[config.mk]
export PLATFORM = sky130hd
export DESIGN_NAME = pipe_stage_hs
export DESIGN_NICKNAME = d
export VERILOG_FILES = /design/src/rtl/pipe_pkg.sv /design/src/rtl/pipe_stage_slot.sv /design/src/rtl/pipe_stage_hs.sv
export SDC_FILE = /design/constraint.sdc
export NUM_CORES = 1
export LEC_CHECK = 0
export ABC_AREA = 1
export BUFFER_PORTS_ARGS = -buffer_cell sky130_fd_sc_hd__clkbuf_2
export CELL_PAD_IN_SITES_DETAIL_PLACEMENT = 1
export CELL_PAD_IN_SITES_GLOBAL_PLACEMENT = 1
export CORE_MARGIN = 4
export CORE_UTILIZATION = 32
export CTS_BUF_LIST = sky130_fd_sc_hd__clkbuf_2 sky130_fd_sc_hd__clkbuf_4 sky130_fd_sc_hd__clkbuf_8
export CTS_CLUSTER_DIAMETER = 120
export DETAILED_ROUTE_END_ITERATION = 8
export MAX_ROUTING_LAYER = met4
export PLACE_DENSITY_LB_ADDON = 0.1
export SLEW_MARGIN = 20
export SYNTH_ARGS = -nofsm -noshare
export SYNTH_HDL_FRONTEND = slang
export SYNTH_SLANG_ARGS = --single-unit
[constraint.sdc]
create_clock -name clk -period 1.4 [get_ports clk]
set_input_delay 0 -clock clk [delete_from_list [all_inputs] [get_ports clk]]
set_output_delay 0 -clock clk [all_outputs]
set_load 0.02 [all_outputs]
[src/rtl/pipe_pkg.sv]
// Shared pipeline types: enable encoding, per-stage control structs and their bubbles.
// Bubble constants leave every write/jump/branch enable at DISABLE.
package pipe_pkg;

    typedef enum logic {
        DISABLE = 1'b0,
        ENABLE  = 1'b1
    } enable_t;

    typedef struct packed {
        enable_t    reg_we;
        enable_t    mem_re;
        enable_t    mem_we;
        enable_t    branch;
        enable_t    jump;
        logic [5:0] alu_op;
        logic [4:0] rd;
    } id_ex_ctrl_t;

    typedef struct packed {
        enable_t    reg_we;
        enable_t    mem_re;
        enable_t    mem_we;
        logic [2:0] mem_size;
        logic [4:0] rd;
    } ex_mem_ctrl_t;

    typedef struct packed {
        enable_t    reg_we;
        logic [1:0] wb_sel;
        logic [4:0] rd;
    } mem_wb_ctrl_t;

    localparam id_ex_ctrl_t ID_EX_CTRL_BUBBLE = '{
        reg_we: DISABLE, mem_re: DISABLE, mem_we: DISABLE,
        branch: DISABLE, jump: DISABLE, alu_op: '0, rd: '0
    };

    localparam ex_mem_ctrl_t EX_MEM_CTRL_BUBBLE = '{
        reg_we: DISABLE, mem_re: DISABLE, mem_we: DISABLE,
        mem_size: '0, rd: '0
    };

    localparam mem_wb_ctrl_t MEM_WB_CTRL_BUBBLE = '{
        reg_we: DISABLE, wb_sel: '0, rd: '0
    };

    function automatic logic [1:0] entry_count(input logic m_valid, input logic s_valid);
        return {1'b0, m_valid} + {1'b0, s_valid};
    endfunction

endpackage

[src/rtl/pipe_stage_slot.sv]
// One {valid, data, ctrl} pipeline register. Clear beats load; clear keeps data
// and parks ctrl at CTRL_BUBBLE so an empty slot never shows live control.
module pipe_stage_slot
    import pipe_pkg::*;
#(
    parameter int                DATA_W      = 128,
    parameter int                CTRL_W      = 16,
    parameter logic [CTRL_W-1:0] CTRL_BUBBLE = '0
) (
    input  logic              clk,
    input  logic              rst,
    input  logic              load_i,
    input  logic              clear_i,
    input  logic [DATA_W-1:0] data_i,
    input  logic [CTRL_W-1:0] ctrl_i,
    output logic              valid_o,
    output logic [DATA_W-1:0] data_o,
    output logic [CTRL_W-1:0] ctrl_o
);

    logic              valid_d, valid_q;
    logic [DATA_W-1:0] data_d,  data_q;
    logic [CTRL_W-1:0] ctrl_d,  ctrl_q;

    always_comb begin
        valid_d = valid_q;
        data_d  = data_q;
        ctrl_d  = ctrl_q;
        if (clear_i) begin
            valid_d = 1'b0;
            ctrl_d  = CTRL_BUBBLE;
        end else if (load_i) begin
            valid_d = 1'b1;
            data_d  = data_i;
            ctrl_d  = ctrl_i;
        end
    end

    always_ff @(posedge clk) begin
        if (rst) begin
            valid_q <= 1'b0;
            data_q  <= '0;
            ctrl_q  <= CTRL_BUBBLE;
        end else begin
            valid_q <= valid_d;
            data_q  <= data_d;
            ctrl_q  <= ctrl_d;
        end
    end

    assign valid_o = valid_q;
    assign data_o  = data_q;
    assign ctrl_o  = ctrl_q;

endmodule

[src/rtl/pipe_stage_hs.sv]
// Valid/ready pipeline stage register with flush-to-bubble.
// Define PIPE_STAGE_SKID_EN to add a skid entry that registers ready_o.
module pipe_stage_hs
    import pipe_pkg::*;
#(
    parameter int                DATA_W      = 128,
    parameter int                CTRL_W      = 16,
    parameter logic [CTRL_W-1:0] CTRL_BUBBLE = '0
) (
    input  logic              clk,
    input  logic              rst,
    input  logic              flush_c_i,
    input  logic              valid_i,
    output logic              ready_o,
    input  logic [DATA_W-1:0] data_i,
    input  logic [CTRL_W-1:0] ctrl_i,
    output logic              valid_o,
    input  logic              ready_i,
    output logic [DATA_W-1:0] data_o,
    output logic [CTRL_W-1:0] ctrl_o,
    output logic [1:0]        count_o
);

    logic              accept, pop;
    logic              m_load, m_clear, m_valid;
    logic [DATA_W-1:0] m_data_in;
    logic [CTRL_W-1:0] m_ctrl_in;

`ifdef PIPE_STAGE_SKID_EN
    logic              s_load, s_clear, s_valid;
    logic [DATA_W-1:0] s_data;
    logic [CTRL_W-1:0] s_ctrl;

    // ready_o comes straight off the skid valid flop: no path from ready_i.
    always_comb begin
        pop       = m_valid && ready_i;
        ready_o   = !s_valid;
        accept    = valid_i && ready_o && !flush_c_i;
        m_load    = (pop && s_valid) || (accept && (!m_valid || pop));
        m_clear   = flush_c_i || (pop && !s_valid && !accept);
        s_load    = accept && m_valid && !pop;
        s_clear   = flush_c_i || (pop && s_valid);
        m_data_in = s_valid ? s_data : data_i;
        m_ctrl_in = s_valid ? s_ctrl : ctrl_i;
    end

    pipe_stage_slot #(
        .DATA_W(DATA_W), .CTRL_W(CTRL_W), .CTRL_BUBBLE(CTRL_BUBBLE)
    ) u_skid (
        .clk(clk), .rst(rst), .load_i(s_load), .clear_i(s_clear),
        .data_i(data_i), .ctrl_i(ctrl_i),
        .valid_o(s_valid), .data_o(s_data), .ctrl_o(s_ctrl)
    );

    assign count_o = entry_count(m_valid, s_valid);
`else
    always_comb begin
        pop       = m_valid && ready_i;
        ready_o   = ready_i || !m_valid;
        accept    = valid_i && ready_o && !flush_c_i;
        m_load    = accept;
        m_clear   = flush_c_i || (pop && !accept);
        m_data_in = data_i;
        m_ctrl_in = ctrl_i;
    end

    assign count_o = entry_count(m_valid, 1'b0);
`endif

    pipe_stage_slot #(
        .DATA_W(DATA_W), .CTRL_W(CTRL_W), .CTRL_BUBBLE(CTRL_BUBBLE)
    ) u_main (
        .clk(clk), .rst(rst), .load_i(m_load), .clear_i(m_clear),
        .data_i(m_data_in), .ctrl_i(m_ctrl_in),
        .valid_o(m_valid), .data_o(data_o), .ctrl_o(ctrl_o)
    );

    assign valid_o = m_valid;

endmodule

==> results by group <==
Clock tree
  – Number of clock sinks: 145
  – CTS clock-pin slew for the worst setup and hold paths: 0.09 ns
  – Setup bufs post-CTS: 0
  – Num CTS Buffers: 17
  – Htree depth: 4
  – Clk buf depth: 2
  – CTS tree: yes
  – Clk_lat worst skew: 0.44 ns
  – CTS root buffer: clkbuf_8

GRT
  – GR Overflow Total: 0
  – Largest net degree at the start of global routing: 61
  – Antenna violations before repair: 1
  – Vias in the first global route: 7651
  – Total GRT Usage: 0.229
  – First-pass GRT wire length: 39100 um

Flow run
  – Max-cap violations: 0

Placed design
  – Port bufs: 295
  – Cells after DPL: 1457
  – GP Congestion: 0.730
  – Post-DP HPWL: 14900 um
  – Placement-stage cell area: 7950 um2

Finish
  – FF/Latch Area: 2900 um2
  – # fillers: 2487
  – Final Cell Area: 9920 um2
  – Finished Layout Cells: 1639
  – Commonest non-fill, non-tap cells in the layout: 295 x clkbuf_2, 292 x nor2_1, 148 x dlygate4sd3_1, 147 x nand2_1, 145 x inv_1
  – Area grow syn2layout: 60.7%
  – Commonest non-fill, non-tap cell in the layout: clkbuf_2
  – Final #Nets: 1514
  – Final core area utilization: 0.527
  – Layout cells sized above 1: 0.258
  – Multi-input logic area: 2420 um2

Synth
  – Post-synthesis cell type count: 15
  – Syn Inst Count: 944
  – Syn_area_per_cell: 6.54 um2
  – Cell Area, Synth: 6170 um2
  – Synth area leader: dfxtp_1
  – Sequential element share of the synthesized area: 0.470
  – Syn nets: 1093
  – #FFs+latches synth: 145
  – Yosys top cell area share: 0.470
  – Area contributors post-synth: dfxtp_1 47%, nor2_1 18%, nand3_1 12%
  – Ys Warns: 0

Drt
  – Routed wire length: 23900 um
  – Routed Antenna Nets: 0
  – Via count: 7237
  – WL per Instance: 14.6 um
  – Initial DRC Count: 228
  – Vias per cell: 4.42
  – TritonRoute pass-1 iters: 4
  – Residual DRC count: 0

Floorplanning
  – Die width: 147 um
  – Chip height: 147 um
  – Row count: 50
  – Area of the core: 18800 um2
  – Die ar.: 21600 um2
  – Starting Density: 0.328
  – Boundary Pins: 297

Pwr
  – PwrDens: 1040 nW/um2
  – IR drop worst, VDD: 0.536 mV
  – Leak: 5.42 nW

Setup path
  – CP endpoint kind: flip-flop
  – CP Launch Type: flip-flop
  – Critical path's slowest cell: dlygate4sd3_1
  – CP Max Fanout: 4
  – Crit Path Class: flip-flop to flip-flop
  – Crit path largest cell delay: 0.58 ns
  – CP Cell Sequence: nand2_1, nor2_1, dlygate4sd3_1, nor3_1
  – Worst Path Required: 1.72 ns
  – CP arrival: 1.68 ns

Timing
  – Final setup viols: 0
  – Max-slew violations: 0
  – Part of the cycle the worst path needs: 0.972
  – Fmax: 735 MHz
  – Clock skew: 0.0137 ns
  – Crit path time final: 1.36 ns
  – Final hold violation count: 0

Status
  – Status: complete, no violations

Min path
  – Worst min path class: primary input to flip-flop
-- synth_stat cells (all sizes together) --
| master | count |
|---|---|
| nor2 | 294 |
| inv | 148 |
| nand2 | 148 |
| dfxtp | 145 |
| nand3 | 144 |
| buf | 46 |
| clkbuf | 16 |
| clkinv | 1 |
| conb | 1 |
| nor3 | 1 |
-- area by class of cell --
type,count,share of cell area
Clock buffer,22,0.0286
Sequential cell,145,0.293
Multi-Input combinational cell,588,0.244
Timing Repair Buffer,464,0.329
Inverter,149,0.0566
Antenna cell,1,0.000252
Tap cell,260,0.0328
Clock inverter,10,0.0159
-- power breakdown --
part           leakage (nW)  internal, mW  switching, mW  total, mW
Sequential             1.19          4.39          0.140       4.53
Combinational          4.00         0.914           1.20       2.11
Clock                 0.231          2.09           1.60       3.69
-- metrics by stage --
stage                     setup TNS, ns  worst slack (ns)  power [mW]  hold slack, ns
after floorplan                       0            0.0696        5.65           0.199
after global placement                0             0.225        6.35           0.312
after detailed placement              0             0.195        6.38           0.322
after CTS                             0            0.0213        10.5           0.211
after global routing          -0.000112         -0.000112        10.9           0.253
final                                 0            0.0395        10.3           0.240
-- final timing paths --
kind / start / slack, ns / cells after the start / end
max: u_main.valid_o$_SDFFE_PP0P_ / 0.04 / 4 / u_main.valid_o$_SDFFE_PP0P_
min: flush_c_i / 0.24 / 7 / u_main.ctrl_o[10]$_SDFFE_PP0P_
max reg2reg: u_main.valid_o$_SDFFE_PP0P_ / 0.04 / 4 / u_main.valid_o$_SDFFE_PP0P_
min reg2reg: u_main.data_o[119]$_SDFFE_PP0P_ / 0.48 / 2 / u_main.data_o[119]$_SDFFE_PP0P_
-- critical path: cells and delay by family, from the launching register on --
family	cells	cell delay (ns)
buf+inv	1	0.58
flops	1	0.41
simple gates	3	0.26
-- kinds of logic after synthesis --
logic type / Yosys count / share of synthesized area
flops: 145 / 0.470
buf+inv: 211 / 0.140
simple gates: 587 / 0.389
other cells: 1 / 0.000607
-- routing by layer --
layer  vias to the layer above  GRT usage  part of all wire
met1                      3342      0.255              0.41
met2                       225      0.401              0.50
met5                         -          -                 0
li1                       3631          -                 -
met3                        39     0.0580             0.064
met4                         0     0.0750             0.028
-- state kept, by name, indices dropped and copies added, names as in the netlist --
signal          cells
u_main.data_o     128
u_main.ctrl_o      16
u_main.valid_o      1
-- what timing repair did --
item / 4_1_cts / 5_1_grt
endpoints found under the hold margin: 145 / 0
cloned: 1 / 0
setup endpoints to repair: 1 / 1
hold buffers: 148 / 0
resized for setup: 1 / 1
pin swaps: 1 / 0
(Power assumes the default switching activity.)
